<file path="config.mk">
export PLATFORM = sky130hd
export DESIGN_NAME = mac_dot_sequencer_flat
export DESIGN_NICKNAME = d
export VERILOG_FILES = /design/src/rtl/mac_pkg.sv /design/src/rtl/mac_dot_sequencer_if.sv /design/src/rtl/mac_operand_fifo.sv /design/src/rtl/mac_dot_sequencer.sv /design/src/flat_wrapper.sv
export SDC_FILE = /design/constraint.sdc
export NUM_CORES = 1
export LEC_CHECK = 0
export CAP_MARGIN = 20
export CORE_UTILIZATION = 56
export DETAILED_ROUTE_END_ITERATION = 8
export GPL_TIMING_DRIVEN = 0
export HOLD_SLACK_MARGIN = 0.1
export PLACE_DENSITY = 0.8
export SLEW_MARGIN = 20
export SYNTH_ARGS = -nofsm -noshare
export SYNTH_HDL_FRONTEND = slang
export SYNTH_HIERARCHICAL = 1
export SYNTH_SLANG_ARGS = --single-unit
</file>
<file path="constraint.sdc">
create_clock -name clk -period 4.85 [get_ports clk]
set_clock_uncertainty 0.2 [all_clocks]
set_input_delay 0.97 -clock clk [delete_from_list [all_inputs] [get_ports clk]]
set_output_delay 0.97 -clock clk [all_outputs]
set_load 0.01 [all_outputs]
</file>
<file path="src/rtl/mac_pkg.sv">
// Shared constants, state encoding and sizing helper for the MAC dot-product sequencer.
package mac_pkg;

  localparam int MAC_DATA_W = 8;
  localparam int MAC_ACC_W  = 16;

  // Sequencer FSM encoding, kept as plain constants so checkers can bind to raw bits.
  typedef logic [2:0] state_t;
  localparam state_t ST_IDLE  = 3'd0;
  localparam state_t ST_CLEAR = 3'd1;
  localparam state_t ST_FEED  = 3'd2;
  localparam state_t ST_WAIT  = 3'd3;
  localparam state_t ST_HOLD  = 3'd4;

  // Element counter must be able to hold VEC_LEN itself after the last increment.
  function automatic int cnt_width(input int vec_len);
    return (vec_len < 1) ? 1 : $clog2(vec_len + 1);
  endfunction

endpackage

</file>
<file path="src/rtl/mac_dot_sequencer_if.sv">
// Bundle of the operand stream, the mac_top drive/return signals and the result stream.
//
// Handshake semantics (both streams): a transfer happens at a rising edge where
// valid && ready are both 1. The producer holds valid and payload stable until that
// edge; ready may change freely and never depends combinationally on valid.
interface mac_dot_sequencer_if
  import mac_pkg::*;
#(
  parameter int DATA_W = MAC_DATA_W,
  parameter int ACC_W  = MAC_ACC_W
);

  logic              in_valid;
  logic              in_ready;
  logic [DATA_W-1:0] in_a;
  logic [DATA_W-1:0] in_b;

  logic              mac_enable;
  logic              mac_clear;
  logic [DATA_W-1:0] mac_a;
  logic [DATA_W-1:0] mac_b;
  logic [ACC_W-1:0]  mac_result;
  logic              mac_overflow;

  logic              out_valid;
  logic              out_ready;
  logic [ACC_W-1:0]  out_result;
  logic              out_overflow;

  logic              busy;

  // Sequencer side.
  modport slave (
    input  in_valid, in_a, in_b, mac_result, mac_overflow, out_ready,
    output in_ready, mac_enable, mac_clear, mac_a, mac_b,
           out_valid, out_result, out_overflow, busy
  );

  // Environment side: operand producer, mac_top and result consumer.
  modport master (
    output in_valid, in_a, in_b, mac_result, mac_overflow, out_ready,
    input  in_ready, mac_enable, mac_clear, mac_a, mac_b,
           out_valid, out_result, out_overflow, busy
  );

endinterface

</file>
<file path="src/rtl/mac_operand_fifo.sv">
// Synchronous operand FIFO. No write-to-read bypass: data written at an edge is
// visible on dout from the following cycle. Head is read straight from storage.
module mac_operand_fifo
  import mac_pkg::*;
#(
  parameter int DEPTH = 8,
  parameter int W     = 2 * MAC_DATA_W
) (
  input  logic         clk,
  input  logic         rst,
  input  logic         push,
  input  logic         pop,
  input  logic [W-1:0] din,
  output logic [W-1:0] dout,
  output logic         full,
  output logic         empty
);

  localparam int AW = (DEPTH > 1) ? $clog2(DEPTH) : 1;

  logic [W-1:0]  mem_q [DEPTH];
  logic [AW-1:0] wr_ptr_q, wr_ptr_d;
  logic [AW-1:0] rd_ptr_q, rd_ptr_d;
  logic [AW:0]   count_q, count_d;
  logic          do_push;
  logic          do_pop;

  assign full    = (count_q == (AW+1)'(DEPTH));
  assign empty   = (count_q == '0);
  assign do_push = push && !full;
  assign do_pop  = pop && !empty;
  assign dout    = mem_q[rd_ptr_q];

  // Pointer and occupancy update; simultaneous push and pop leaves count unchanged.
  always_comb begin
    wr_ptr_d = wr_ptr_q;
    rd_ptr_d = rd_ptr_q;
    count_d  = count_q;
    if (do_push) wr_ptr_d = wr_ptr_q + AW'(1);
    if (do_pop)  rd_ptr_d = rd_ptr_q + AW'(1);
    case ({do_push, do_pop})
      2'b10:   count_d = count_q + (AW+1)'(1);
      2'b01:   count_d = count_q - (AW+1)'(1);
      default: count_d = count_q;
    endcase
  end

  // Pointer/count registers; reset flushes the FIFO without touching storage.
  always_ff @(posedge clk) begin
    if (rst) begin
      wr_ptr_q <= '0;
      rd_ptr_q <= '0;
      count_q  <= '0;
    end else begin
      wr_ptr_q <= wr_ptr_d;
      rd_ptr_q <= rd_ptr_d;
      count_q  <= count_d;
    end
  end

  // Storage write; contents are don't-care until the pointers say otherwise.
  always_ff @(posedge clk) begin
    if (do_push && !rst) mem_q[wr_ptr_q] <= din;
  end

endmodule

</file>
<file path="src/rtl/mac_dot_sequencer.sv">
// Feeds buffered operand pairs into mac_top, VEC_LEN at a time, and returns each
// finished dot product (plus an overflow flag for that vector) on a result stream.
module mac_dot_sequencer
  import mac_pkg::*;
#(
  parameter int VEC_LEN    = 4,
  parameter int FIFO_DEPTH = 8,
  parameter int DATA_W     = MAC_DATA_W,
  parameter int ACC_W      = MAC_ACC_W
) (
  input  logic                 clk,
  input  logic                 rst,
  mac_dot_sequencer_if.slave   bus,
  output state_t               dbg_state_o
);

  localparam int CNT_W = cnt_width(VEC_LEN);
  localparam logic [CNT_W-1:0] LAST_IDX = CNT_W'(VEC_LEN - 1);

  state_t             state_q, state_d;
  logic [CNT_W-1:0]   cnt_q, cnt_d;
  logic               ovf_q, ovf_d;
  logic               out_valid_q, out_valid_d;
  logic [ACC_W-1:0]   out_result_q, out_result_d;
  logic               out_ovf_q, out_ovf_d;

  logic               fifo_push;
  logic               fifo_pop;
  logic               fifo_full;
  logic               fifo_empty;
  logic [2*DATA_W-1:0] fifo_dout;
  logic               feeding;

  assign fifo_push = bus.in_valid && !fifo_full;

  mac_operand_fifo #(
    .DEPTH (FIFO_DEPTH),
    .W     (2 * DATA_W)
  ) u_fifo (
    .clk   (clk),
    .rst   (rst),
    .push  (fifo_push),
    .pop   (fifo_pop),
    .din   ({bus.in_a, bus.in_b}),
    .dout  (fifo_dout),
    .full  (fifo_full),
    .empty (fifo_empty)
  );

  // A pair reaches the accumulator only when one is actually buffered, so an
  // empty FIFO in FEED stalls instead of adding a bubble.
  assign feeding  = (state_q == ST_FEED) && !fifo_empty;
  assign fifo_pop = feeding;

  assign bus.in_ready     = !fifo_full;
  assign bus.mac_enable   = feeding;
  assign bus.mac_clear    = (state_q == ST_CLEAR);
  assign bus.mac_a        = feeding ? fifo_dout[2*DATA_W-1:DATA_W] : '0;
  assign bus.mac_b        = feeding ? fifo_dout[DATA_W-1:0]        : '0;
  assign bus.out_valid    = out_valid_q;
  assign bus.out_result   = out_result_q;
  assign bus.out_overflow = out_ovf_q;
  assign bus.busy         = (state_q != ST_IDLE);
  assign dbg_state_o      = state_q;

  // Next-state logic for the sequencer FSM, element counter, overflow latch and result register.
  always_comb begin
    state_d      = state_q;
    cnt_d        = cnt_q;
    ovf_d        = ovf_q;
    out_valid_d  = out_valid_q;
    out_result_d = out_result_q;
    out_ovf_d    = out_ovf_q;
    case (state_q)
      ST_IDLE: begin
        if (!fifo_empty) state_d = ST_CLEAR;
      end
      ST_CLEAR: begin
        cnt_d   = '0;
        ovf_d   = 1'b0;
        state_d = ST_FEED;
      end
      ST_FEED: begin
        ovf_d = ovf_q | bus.mac_overflow;
        if (feeding) begin
          cnt_d = cnt_q + CNT_W'(1);
          if (cnt_q == LAST_IDX) state_d = ST_WAIT;
        end
      end
      ST_WAIT: begin
        // The last add is visible on mac_result/mac_overflow in this cycle.
        out_result_d = bus.mac_result;
        out_ovf_d    = ovf_q | bus.mac_overflow;
        out_valid_d  = 1'b1;
        state_d      = ST_HOLD;
      end
      ST_HOLD: begin
        if (bus.out_ready) begin
          out_valid_d = 1'b0;
          state_d     = fifo_empty ? ST_IDLE : ST_CLEAR;
        end
      end
      default: begin
        state_d = ST_IDLE;
      end
    endcase
  end

  // State and output registers with synchronous reset.
  always_ff @(posedge clk) begin
    if (rst) begin
      state_q      <= ST_IDLE;
      cnt_q        <= '0;
      ovf_q        <= 1'b0;
      out_valid_q  <= 1'b0;
      out_result_q <= '0;
      out_ovf_q    <= 1'b0;
    end else begin
      state_q      <= state_d;
      cnt_q        <= cnt_d;
      ovf_q        <= ovf_d;
      out_valid_q  <= out_valid_d;
      out_result_q <= out_result_d;
      out_ovf_q    <= out_ovf_d;
    end
  end

endmodule

</file>
<file path="src/flat_wrapper.sv">
// flat-port wrapper written by rule: the top's interface ports become plain ports
module mac_dot_sequencer_flat import mac_pkg::*;
#(
  parameter int VEC_LEN    = 4,
  parameter int FIFO_DEPTH = 8,
  parameter int DATA_W     = MAC_DATA_W,
  parameter int ACC_W      = MAC_ACC_W
)
  (clk, rst, dbg_state_o, bus_in_valid, bus_in_a, bus_in_b, bus_mac_result, bus_mac_overflow, bus_out_ready, bus_in_ready, bus_mac_enable, bus_mac_clear, bus_mac_a, bus_mac_b, bus_out_valid, bus_out_result, bus_out_overflow, bus_busy);
  mac_dot_sequencer_if #(.DATA_W(DATA_W), .ACC_W(ACC_W)) bus_i ();
  input  logic clk;
  input  logic rst;
  output state_t dbg_state_o;
  input wire logic [$bits(bus_i.in_valid)-1:0] bus_in_valid;
  input wire logic [$bits(bus_i.in_a)-1:0] bus_in_a;
  input wire logic [$bits(bus_i.in_b)-1:0] bus_in_b;
  input wire logic [$bits(bus_i.mac_result)-1:0] bus_mac_result;
  input wire logic [$bits(bus_i.mac_overflow)-1:0] bus_mac_overflow;
  input wire logic [$bits(bus_i.out_ready)-1:0] bus_out_ready;
  output wire logic [$bits(bus_i.in_ready)-1:0] bus_in_ready;
  output wire logic [$bits(bus_i.mac_enable)-1:0] bus_mac_enable;
  output wire logic [$bits(bus_i.mac_clear)-1:0] bus_mac_clear;
  output wire logic [$bits(bus_i.mac_a)-1:0] bus_mac_a;
  output wire logic [$bits(bus_i.mac_b)-1:0] bus_mac_b;
  output wire logic [$bits(bus_i.out_valid)-1:0] bus_out_valid;
  output wire logic [$bits(bus_i.out_result)-1:0] bus_out_result;
  output wire logic [$bits(bus_i.out_overflow)-1:0] bus_out_overflow;
  output wire logic [$bits(bus_i.busy)-1:0] bus_busy;
  assign bus_i.in_valid = bus_in_valid;
  assign bus_i.in_a = bus_in_a;
  assign bus_i.in_b = bus_in_b;
  assign bus_i.mac_result = bus_mac_result;
  assign bus_i.mac_overflow = bus_mac_overflow;
  assign bus_i.out_ready = bus_out_ready;
  assign bus_in_ready = bus_i.in_ready;
  assign bus_mac_enable = bus_i.mac_enable;
  assign bus_mac_clear = bus_i.mac_clear;
  assign bus_mac_a = bus_i.mac_a;
  assign bus_mac_b = bus_i.mac_b;
  assign bus_out_valid = bus_i.out_valid;
  assign bus_out_result = bus_i.out_result;
  assign bus_out_overflow = bus_i.out_overflow;
  assign bus_busy = bus_i.busy;
  mac_dot_sequencer #(.VEC_LEN(VEC_LEN), .FIFO_DEPTH(FIFO_DEPTH), .DATA_W(DATA_W), .ACC_W(ACC_W)) u_core (.clk(clk), .rst(rst), .bus(bus_i), .dbg_state_o(dbg_state_o));
endmodule
</file>
After elaboration in Yosys (flattened, before gate mapping)
Memory sizes are Yosys's and may differ from the RTL's. A register that Yosys moved wholly into a read port is not among the register bits.
Cells that the tools add are included.
Widths: inputs -> output; s select.
{ "classes": {"n_reduce_logical": 17, "n_eq_ne": 12, "bitwise_logic": 1, "add_sub_neg": 5, "mux": 18} }
{ "op_table": {"columns": ["op", "n"], "rows": [
  ["$mux 3", 7],
  ["$mux 8", 2],
  ["$pmux 3 s5", 1],
  ["$add 3x1->3 const B", 3],
  ["$eq 3x2->1 const B", 3],
  ["$pmux 4 s2", 1],
  ["$ne 2x2->1 const B", 3],
  ["$pmux 3 s2", 1],
  ["$reduce_bool 2->1", 3],
  ["$logic_and 1x1->1", 5],
  ["$add 4x1->4 const B", 1],
  ["$eq 4x4->1 const B", 1],
  ["$logic_not 4->1", 1],
  ["$mux 1", 4],
  ["$pmux 1 s2", 2],
  ["$reduce_and 2->1", 2],
  ["$reduce_and 4->1", 1],
  ["$sub 4x1->4 const B", 1],
  ["$eq 3x1->1 const B", 1],
  ["$eq 3x3->1 const B", 1],
  ["$logic_not 1->1", 3],
  ["$logic_not 3->1", 1],
  ["$reduce_bool 3->1", 1],
  ["$eq 2x1->1 const B", 1],
  ["3 further kinds", 3]
]} }
{ "totals": {"ramBits": 128, "wordCells": 63, "out_inout_bits": 41, "reg_bits": 35, "input_bits": 37, "memories": 1} }
{ "mem_list": {"columns": ["memory", "depth", "width", "rd", "rd_clocked_by_memory_dff", "write_ports", "line", "text"], "rows": [
  ["u_core.u_fifo.mem_q", 8, 16, 1, 1, 1, "mac_operand_fifo.sv:21", "logic [W-1:0] mem_q [DEPTH];"]
]} }

Depth between registers and ports, before layout
Gate-level depths: netlist (run 1).
{ "depth": {"word_depth": 7, "ltp_mapped": 12, "mapped_depth_nobuf": 11} }

Hierarchy
The synthesis (run 1) kept the hierarchy.
{ "modules_own_cells": {"columns": ["mod", "cells_per_inst", "n_inst", "area_per_inst_um2", "seq_area_each_um2"], "rows": [
  ["mac_operand_fifo", 260, 1, 5557.8, 4103.9],
  ["mac_dot_sequencer", 144, 1, 1163.6, 500.5]
]} }

Worst setup path after synthesis (run 1)
Ideal clock, no wire load.
{ "synth_timing": {"kind": "input port to flip-flop", "from": "input port bus_in_valid", "to": "memory u_core/u_fifo/mem_q[0][0] in the netlist's numbering (enable)", "path_slack_ps": 1088, "arrival_time_ps": 3126, "path_stages": 3, "t_required_ps": 4214, "setup_time_ps": 436, "n_path_buf": 0, "cell_sequence": "nor2b_1 > nand2_2 > nor4b_1"} }
{ "synth_between": {"elab_chain_cells": 5} }
{ "synth_rtl": {"columns": ["element", "line", "text"], "rows": [
  ["start: declaration", "flat_wrapper.sv:14", "input wire logic [$bits(bus_i.in_valid)-1:0] bus_in_valid;"],
  ["$logic_and 1x1->1", "mac_dot_sequencer.sv:34", "assign fifo_push = bus.in_valid && !fifo_full;"],
  ["$logic_and 1x1->1", "mac_operand_fifo.sv:30", "assign do_push = push && !full;"],
  ["$logic_and 1x1->1", "mac_operand_fifo.sv:63", "if (do_push && !rst) mem_q[wr_ptr_q] <= din;"],
  ["$mux 1", "mac_operand_fifo.sv:63", null],
  ["$mux 1 (implied by the code)", "mac_operand_fifo.sv:63", null],
  ["end: declaration", "mac_operand_fifo.sv:21", null]
]} }
Every way passes these cells.

==> flow_metrics.py, run 1 <==
metrics = {
    "run_status": {
        "status": "complete, but fails checks",
        "violations": "DRC",
    },
    "clock_tree": {
        "hold_buffers": 0,
        "numCtsBuffers": 17,
        "post_cts_buffers": 0,
        "cts_resized": 0,
        "clk_pin_slew_ns": 0.06,
        "htree_levels": 4,
        "cts-root-buf": "clkbuf_16",
        "clk_path_buf_depth": 2,
        "cts_tree": "built",
        "clock_latency_ns": 0.42,
        "cts_sinks": 166,
    },
    "cells_and_area": {
        "stdcell_area_um2": 8430,
        "nNetsFinal": 560,
        "fill_cells": 738,
        "multi_input_area_um2": 1970,
        "insertedDiodeCount": 0,
        "register_area_um2": 4600,
        "area_delta_synth_final_pct": 25.4,
        "drive_above_1_share": 0.174,
    },
    "floorplan": {
        "io_pins": 78,
        "dieHeight_um": 112,
        "row_count": 39,
        "die_w_um": 112,
        "initial_core_util": 0.581,
        "design.die.area_um2": 12400,
        "fp.coreArea_um2": 11600,
    },
    "timing": {
        "rsz0062_at_grt": "false",
        "finalCritPeriodShare": 0.806,
        "setup_ws_ns": 0.941,
        "fmax_mhz": 256,
        "hold_viol": 0,
        "relSlewSlack": 0.510,
        "fin_crit_ns": 3.91,
        "tightest_slew_ns": 0.735,
        "slew_violations": 0,
        "finalSetupViolCount": 0,
    },
    "worst_setup_path": {
        "crit_buf_inv": 2,
        "r2r-end": "u_core/u_fifo/count_q[3]",
        "cp-end-kind": "output pin",
        "crit_arrival_ns": 2.74,
        "critPathLaunchType": "register",
        "cp_top_family": "buffers and inverters",
        "crit_chain": "buf_1, mux4_1, mux2_2, and2_1, clkdlybuf4s50_1",
        "worstSetupPathType": "reg -> out",
        "slowest_stage": "buf_1",
        "cp_data_required_time_ns": 3.68,
        "rr_startpoint": "u_core/u_fifo/count_q[1]",
        "path_max_fanout": 10,
        "endpoint": "bus_mac_b[1]",
        "reg2reg_slack_ns": 1.40,
        "cp_slowest_stage_delay_ns": 0.53,
        "rr_worst_depth": 10,
        "crit_cells": 5,
    },
    "synthesis": {
        "netlist_instances": 404,
        "synth_nets": 449,
        "ys_async_sr_fraction": 0,
        "yosys.cell_types.count": 46,
        "avgSynthCellArea_um2": 16.6,
        "yosysSeqAreaShare": 0.685,
        "netlist_area_um2": 6720,
        "yosys_warnings": 6,
        "synthFlopType": "edfxtp_1",
        "synth_edf_count": 128,
        "ys_ff_latch": 166,
    },
    "place": {
        "place_ws_ns": 1.00,
        "routabilityCongestion": 0.788,
        "port_buffers": 77,
        "dpl-instance-area_um2": 7840,
        "dpl.hpwl_mm": 9.16,
    },
    "detailed_routing": {
        "ant_nets": 0,
        "wirelength_mm": 14.1,
        "vias": 3906,
        "drc": 12,
        "wire_per_inst_um": 20.9,
        "dr.pass1.iters": 7,
        "via_per_inst": 5.82,
        "drt_iter0_markers": 331,
    },
    "pwr": {
        "power_density_nw_per_um2": 371,
        "cell_internal_pwr_w": 0.00247,
        "combPwrFrac": 0.069,
        "power_frac_seq": 0.504,
        "vdd_drop_max_uv": 303,
        "p_leak_nw": 2.87,
        "switching_share": 0.209,
        "clockPowerShare": 0.427,
        "netSwitchingPower_w": 0.000654,
        "power_w": 0.00313,
    },
    "job": {
        "cap_violations": 0,
    },
    "global_routing": {
        "grt_max_degree": 17,
        "grt_remaining_overflow": 0,
        "grt_use_total": 0.242,
        "grt_first_pass_wirelength_mm": 21.6,
        "grt_pass1_vias": 3977,
        "grt_antenna_before_repair": 0,
    },
    "min_path": {
        "hold_path_class": "reg -> reg",
    },
}
[state kept, by name (all words and copies together) (netlist names), named ones only]
register	count
u_core/ovf_q	1
u_core/u_fifo/mem_q	128
u_core/u_fifo/rd_ptr_q	3
u_core/dbg_state_o	3
u_core/cnt_q	3
u_core/u_fifo/wr_ptr_q	3
u_core/u_fifo/count_q	4
u_core/bus.out_overflow	1
u_core/bus.out_result	16
u_core/bus.out_valid	1
[synthesized netlist by cell type, drive strengths merged (2+ instances only)]
library cell / instances / area (µm²)
mux4: 32 / 822
mux2: 16 / 180
inv: 10 / 37.5
o21ai: 3 / 15.0
ha: 7 / 87.6
nand3: 4 / 20.0
nor3: 7 / 35.0
buf: 17 / 123
and3b: 2 / 17.5
clkbuf: 5 / 20.0
nor2: 19 / 71.3
nand2: 39 / 149
a21oi: 28 / 140
nor4b: 2 / 23.8
dfxtp: 38 / 761
xnor2: 2 / 17.5
and2: 16 / 100
xor2: 5 / 43.8
nor4: 3 / 18.8
edfxtp: 128 / 3840
nand3b: 3 / 35.0
o31ai: 2 / 15.0
nand2b: 2 / 12.5
[per-layer routing]
| metal | track usage | wire (µm) | up-vias |
|---|---|---|---|
| met4 | 0.123 | 393 | 0 |
| met3 | 0.0566 | 822 | 32 |
| met5 | 0 | 0 | - |
| li1 | - | - | 1786 |
| met2 | 0.408 | 7070 | 144 |
| met1 | 0.295 | 5770 | 1944 |
[final cells by class]
cell class | instances | area share
Buffer | 22 | 0.0169
Clock buffer | 18 | 0.0509
Clock inverter | 14 | 0.0188
Inverter | 10 | 0.00445
Multi-Input combinational cell | 206 | 0.234
Sequential cell | 166 | 0.546
Tap cell | 143 | 0.0212
Timing Repair Buffer | 92 | 0.108
[power by group through the flow]
stage | Combinational, W | Clock (W) | Sequential [W]
finish | 0.000216 | 0.00133 | 0.00158
global route | 0.000234 | 0.00141 | 0.00158
CTS | 0.000217 | 0.00135 | 0.00158
detailed placement | 0.000215 | 0 | 0.00161
global placement | 0.000202 | 0 | 0.00160
floorplan | 0.000106 | 0 | 0.00160
[worst min-delay path by stage]
| stage | startpoint | endpoint | slack [ns] | depth (start not counted) |
|---|---|---|---|---|
| after CTS | u_core/bus.out_result[15] | u_core/bus.out_result[15] | 0.25 | 2 |
| final | u_core/bus.out_result[7] | u_core/bus.out_result[7] | 0.25 | 2 |
| after floorplan | u_core/cnt_q[1] | u_core/cnt_q[1] | 0.26 | 2 |
| after global placement | u_core/bus.out_result[13] | u_core/bus.out_result[13] | 0.24 | 2 |
| after global routing | u_core/bus.out_result[15] | u_core/bus.out_result[15] | 0.27 | 2 |
| after detailed placement | u_core/bus.out_result[15] | u_core/bus.out_result[15] | 0.25 | 2 |
[cell families (layout without fill, tap and decap cells)]
group / count (synthesis) / after routing / share of synthesized area
AOI/OAI and AO/OA: 38 / 38 / 0.0329
muxes: 49 / 49 / 0.151
and+or+nand+nor: 104 / 104 / 0.0795
buffers and inverters: 32 / 156 / 0.0268
adders and majority gates: 8 / 8 / 0.0160
xor gates and xnor gates: 7 / 7 / 0.00912
DFF: 166 / 166 / 0.685
[stage by stage]
step | TNS, ns | std cells | utilization | hold WS [ns]
detailed placement | 0 | 639 | 0.678 | 0.247
global route | 0 | 671 | 0.729 | 0.275
floorplan | 0 | 404 | - | 0.264
CTS | 0 | 671 | 0.729 | 0.255
global placement | -30.47 | 624 | 0.663 | 0.241
finish | 0 | 671 | 0.729 | 0.253
[tightest hold or removal path, stage by stage (launching register included)]
cell     delay (ns)
dfxtp_1        0.31
nand2_1        0.05
a21oi_1        0.05
[layout by cell type, fill, tap and decap left out, drive strengths merged, types with 2 or more instances in the layout]
| cell | count |
|---|---|
| buf | 32 |
| and3b | 2 |
| nand2b | 2 |
| clkinv | 7 |
| nand3b | 3 |
| nand2 | 39 |
| nor4b | 2 |
| a21oi | 28 |
| and2 | 16 |
| xnor2 | 2 |
| o31ai | 2 |
| nor4 | 3 |
| clkdlybuf4s50 | 77 |
| mux2 | 16 |
| ha | 7 |
| nand3 | 4 |
| dfxtp | 38 |
| edfxtp | 128 |
| mux4 | 32 |
| inv | 11 |
| nor3 | 7 |
| nor2 | 19 |
| clkbuf | 23 |
| clkinvlp | 3 |
| o21ai | 3 |
| bufinv | 3 |
| xor2 | 5 |
Note: power is estimated with default switching activity, not from simulation.
==> run 2, diff against run 1 <==
==> constraint.sdc (replaced) <==
create_clock -name clk -period 3.66 [get_ports clk]
set_clock_uncertainty 0.2 [all_clocks]
set_input_delay 0.732 -clock clk [delete_from_list [all_inputs] [get_ports clk]]
set_output_delay 0.732 -clock clk [all_outputs]
set_load 0.01 [all_outputs]
==> flow_metrics.py, run 2 (synthesized netlist as in run 1, its figures left out) <==
metrics = {
    "cells_and_area": {
        "insertedDiodeCount": 0,
        "most-common-layout-cells": "edfxtp_1, clkdlybuf4s50_1, nand2_1, dfxtp_1, a21oi_1",
        "area_delta_synth_final_pct": 25.5,
        "final_common_cell": "edfxtp_1",
        "largest_register": "u_core/u_fifo/mem_q",
        "fill_cells": 738,
        "largest_reg_flops": 128,
        "drive_above_1_share": 0.180,
        "stdcell_count": 671,
        "nNetsFinal": 560,
        "stdcell_area_um2": 8440,
    },
    "timing": {
        "finalCritPeriodShare": 0.970,
        "slew_violations": 0,
        "setup_ws_ns": 0.108,
        "finalSetupViolCount": 0,
        "relSlewSlack": 0.509,
        "hold_viol": 0,
        "tightest_slew_ns": 0.737,
        "fin_crit_ns": 3.55,
        "fmax_mhz": 282,
        "rsz0062_at_grt": "false",
        "setup_tns_ns": 0,
    },
    "min_path": {
        "hold_path_class": "reg -> reg",
        "min_path_cells": 2,
    },
    "worst_setup_path": {
        "rr_worst_depth": 10,
        "worstSetupPathType": "reg -> out",
        "critPathLaunchType": "register",
        "cp-end-kind": "output pin",
        "crit_arrival_ns": 2.62,
        "cp_data_required_time_ns": 2.73,
        "path_max_fanout": 10,
    },
    "clock_tree": {
        "cts_tree": "built",
        "cts-root-buf": "clkbuf_16",
        "post_cts_buffers": 0,
        "numCtsBuffers": 17,
        "htree_levels": 4,
        "clock_latency_ns": 0.41,
        "clk_path_buf_depth": 2,
        "hold_buffers": 0,
        "clk_pin_slew_ns": 0.06,
        "cts_sinks": 166,
    },
    "floorplan": {
        "die_w_um": 112,
        "fp.coreArea_um2": 11600,
        "dieHeight_um": 112,
        "design.die.area_um2": 12400,
        "row_count": 39,
        "io_pins": 78,
        "initial_core_util": 0.581,
    },
    "pwr": {
        "power_density_nw_per_um2": 491,
        "vdd_drop_max_uv": 401,
        "p_leak_nw": 2.89,
    },
    "detailed_routing": {
        "vias": 3925,
        "drc": 12,
        "ant_nets": 0,
        "via_per_inst": 5.85,
        "wire_per_inst_um": 20.9,
        "drt_iter0_markers": 279,
        "wirelength_mm": 14.0,
        "dr.pass1.iters": 7,
    },
    "place": {
        "port_buffers": 77,
        "dp.cells": 639,
        "dpl.hpwl_mm": 9.16,
        "place_ws_ns": 0.0513,
        "routabilityCongestion": 0.788,
        "dpl-instance-area_um2": 7840,
    },
    "job": {
        "cap_violations": 0,
    },
    "run_status": {
        "violations": "DRC",
        "status": "complete, but fails checks",
    },
    "global_routing": {
        "grt_first_pass_wirelength_mm": 21.6,
        "grt_remaining_overflow": 0,
        "grt_use_total": 0.242,
        "grt_antenna_before_repair": 0,
        "grt_pass1_vias": 3977,
        "grt_max_degree": 17,
    },
}
==> run 2: cell types whose count changed in the layout (fill, tap and decap cells not counted) <==
cell,before,now
buf_1,4,1
buf_2,7,9
clkbuf_2,1,2
==> run 2: cell type report <==
cell class,instances,area [µm²],share of cell area
Multi-Input combinational cell,206,1970,0.234
Buffer,22,146,0.0174
Clock buffer,18,429,0.0509
Tap cell,143,179,0.0212
Timing Repair Buffer,92,908,0.108
Inverter,10,37.5,0.00445
Clock inverter,14,159,0.0188
Sequential cell,166,4600,0.546
==> run 2: path summary, 6_finish.rpt <==
path | endpoint | slack, ns | startpoint
max | bus_mac_b[1] | 0.11 | register
min | u_core/bus.out_result[7] | 0.25 | u_core/bus.out_result[7]
max reg2reg | u_core/u_fifo/count_q[3] | 0.22 | u_core/u_fifo/count_q[1]
min reg2reg | u_core/bus.out_result[7] | 0.25 | u_core/bus.out_result[7]
==> run 2: per-layer routing <==
metal / GRT usage / routed length, µm / vias to the layer above / share of wire
met2: 0.408 / 7020 / 148 / 0.50
li1: - / - / 1784 / -
met5: 0 / 0 / - / 0
met1: 0.295 / 5750 / 1960 / 0.41
met4: 0.123 / 403 / 0 / 0.029
met3: 0.0566 / 848 / 33 / 0.060
==> run 2: critical path, stage by stage, from the launching register on <==
cell	delay (ns)
dfxtp_1	0.32
buf_6	0.13
buf_6	0.18
mux4_1	0.63
mux2_2	0.31
and2_1	0.14
clkdlybuf4s50_1	0.48
==> run 2: what timing repair did <==
action                                  4_1_cts  5_1_grt
pin swaps                                     0        0
gates cloned                                  0        0
resized for setup                             2        1
endpoints found under the setup margin        4       10
==> run 2: power by group <==
part	internal, W	switching (W)
clock network	0.00107	0.000699
logic	0.000146	0.000141
registers	0.00206	0.0000235
total	0.00328	0.000863
==> run 2: per-stage QoR <==
step	hold WS, ns	total power (W)	utilization
finish	0.253	0.00414	0.729
global route	0.275	0.00426	0.729
CTS	0.255	0.00416	0.729
detailed placement	0.247	0.00241	0.678
global placement	0.241	0.00239	0.663
floorplan	0.264	0.00227	-
==> run 3, diff against run 2 <==
--- a/config.mk
+++ b/config.mk
@@ -11,6 +11,7 @@
 export GPL_TIMING_DRIVEN = 0
 export HOLD_SLACK_MARGIN = 0.1
 export PLACE_DENSITY = 0.8
+export SETUP_SLACK_MARGIN = 0.3
 export SLEW_MARGIN = 20
 export SYNTH_ARGS = -nofsm -noshare
 export SYNTH_HDL_FRONTEND = slang
==> flow_metrics.py, run 3 (synthesized netlist as in run 1, its figures left out) <==
metrics = {
    "run_status": {
        "status": "complete, but fails checks",
        "violations": "DRC",
    },
    "clock_tree": {
        "cts_sinks": 166,
        "cts_tree": "built",
        "hold_buffers": 0,
        "clock_latency_ns": 0.42,
        "cts-root-buf": "clkbuf_16",
        "clk_path_buf_depth": 2,
        "clk_pin_slew_ns": 0.07,
        "numCtsBuffers": 17,
        "htree_levels": 4,
    },
    "detailed_routing": {
        "drt_iter0_markers": 287,
        "ant_nets": 0,
        "via_per_inst": 5.86,
        "wire_per_inst_um": 21.7,
        "vias": 3994,
        "dr.pass1.iters": 9,
        "wirelength_mm": 14.8,
        "drc": 11,
    },
    "worst_setup_path": {
        "worstSetupPathType": "reg -> out",
        "cp_slowest_stage_delay_ns": 0.50,
        "path_max_fanout": 6,
        "critPathLaunchType": "register",
        "worst_path_most_repeated_cell": "buf_12",
        "crit_chain": "buf_6, buf_12, buf_4, buf_12, mux4_2, mux2_2, and2_1, dlygate4sd2_1",
        "cp_data_required_time_ns": 2.73,
        "slowest_stage": "mux4_2",
        "crit_arrival_ns": 2.44,
        "cp-end-kind": "output pin",
    },
    "cells_and_area": {
        "area_delta_synth_final_pct": 28.4,
        "drive_above_1_share": 0.210,
        "register_area_um2": 4600,
        "nNetsFinal": 571,
        "largest_reg_flops": 128,
        "stdcell_area_um2": 8630,
        "final_common_cell": "edfxtp_1",
        "fill_cells": 680,
        "most-common-layout-cells": "edfxtp_1, clkdlybuf4s50_1, nand2_1, dfxtp_1, a21oi_1",
        "multi_input_area_um2": 1990,
        "largest_register": "u_core/u_fifo/mem_q",
        "insertedDiodeCount": 0,
    },
    "pwr": {
        "vdd_drop_max_uv": 556,
        "power_w": 0.00426,
        "power_density_nw_per_um2": 493,
        "p_leak_nw": 3.08,
    },
    "timing": {
        "relSlewSlack": 0.510,
        "fin_hold_ws_ns": 0.254,
        "fmax_mhz": 297,
        "hold_viol": 0,
        "setup_tns_ns": 0,
        "tightest_slew_ns": 0.733,
        "slew_violations": 0,
        "finalCritPeriodShare": 0.920,
        "fin_crit_ns": 3.37,
        "rsz0062_at_grt": "true",
        "finalSetupViolCount": 0,
    },
    "floorplan": {
        "io_pins": 78,
        "fp.coreArea_um2": 11600,
        "initial_core_util": 0.581,
        "dieHeight_um": 112,
        "row_count": 39,
        "design.die.area_um2": 12400,
        "die_w_um": 112,
    },
    "place": {
        "routabilityCongestion": 0.781,
        "dpl-instance-area_um2": 7840,
        "dpl.hpwl_mm": 9.29,
        "port_buffers": 77,
    },
    "global_routing": {
        "grt_antenna_before_repair": 0,
        "grt_first_pass_wirelength_mm": 22.0,
        "grt_remaining_overflow": 0,
        "grt_use_total": 0.247,
        "grt_pass1_vias": 4042,
        "grt_max_degree": 17,
    },
    "min_path": {
        "hold_path_class": "reg -> reg",
    },
    "job": {
        "cap_violations": 0,
    },
}
## run 3: changes by cell type in the layout (fill, tap and decap cells not counted), sizes merged
| cell | previous run | this run |
|---|---|---|
| clkinvlp | 3 | 1 |
| dlygate4sd2 | 0 | 11 |
| clkinv | 7 | 5 |
| clkdlybuf4s50 | 77 | 61 |
| inv | 11 | 14 |
| buf | 31 | 42 |
| dlymetal6s2s | 0 | 2 |
| bufinv | 3 | 4 |
| clkdlybuf4s15 | 0 | 3 |
## run 3: power breakdown
| part | total (W) | internal, W | leakage [nW] | switching, W |
|---|---|---|---|---|
| combinational | 0.000298 | 0.000154 | 1.31 | 0.000145 |
| sequential | 0.00209 | 0.00206 | 1.46 | 0.0000258 |
| clock | 0.00187 | 0.00115 | 0.303 | 0.000722 |
## run 3: metrics by stage
step	setup slack (ns)	util	instances
after detailed placement	0.154	0.678	636
after CTS	0.167	0.738	673
after floorplan	0.736	-	404
after global placement	-0.865	0.664	624
final	0.293	0.747	682
after global routing	0.223	0.747	682
## run 3: routing by layer
metal  part of all wire  global-route usage  wire length, µm  vias to the layer above
met5                  0                   0                0                        -
met2               0.52               0.420             7630                      152
met1               0.41               0.303             6040                     2017
li1                   -                   -                -                     1808
met3              0.062              0.0746              915                       17
met4              0.013              0.0829              199                        0
## run 3: what timing repair did
action                     in CTS  in global routing
buffers inserted                5                  8
resized for setup              25                 11
setup endpoints to repair      17                  9
gates cloned                    0                  1
## run 3: critical path, delay by kind of cell, from the launching register on
| family | cells | cell delay [ns] |
|---|---|---|
| buffers and inverters | 5 | 0.76 |
| flip-flops | 1 | 0.32 |
| multiplexers | 2 | 0.78 |
| AND/OR/NAND/NOR | 1 | 0.13 |
## run 3: final cells by class
cell class / instances / share of cell area
Timing Repair Buffer: 103 / 0.118
Buffer: 22 / 0.0204
Inverter: 10 / 0.00435
Multi-Input combinational cell: 206 / 0.230
Sequential cell: 166 / 0.533
Clock inverter: 14 / 0.0229
Tap cell: 143 / 0.0207
Clock buffer: 18 / 0.0497
## run 3: path summary, 6_finish.rpt
path	startpoint	end	slack, ns	depth (start not counted)
worst max-delay path	register	bus_mac_b[3]	0.29	8
worst min-delay path	u_core/bus.out_result[0]	u_core/bus.out_result[0]	0.25	2
worst max register to register	u_core/u_fifo/count_q[0]	u_core/u_fifo/count_q[3]	0.43	10
worst min register to register	u_core/bus.out_result[0]	u_core/bus.out_result[0]	0.25	2
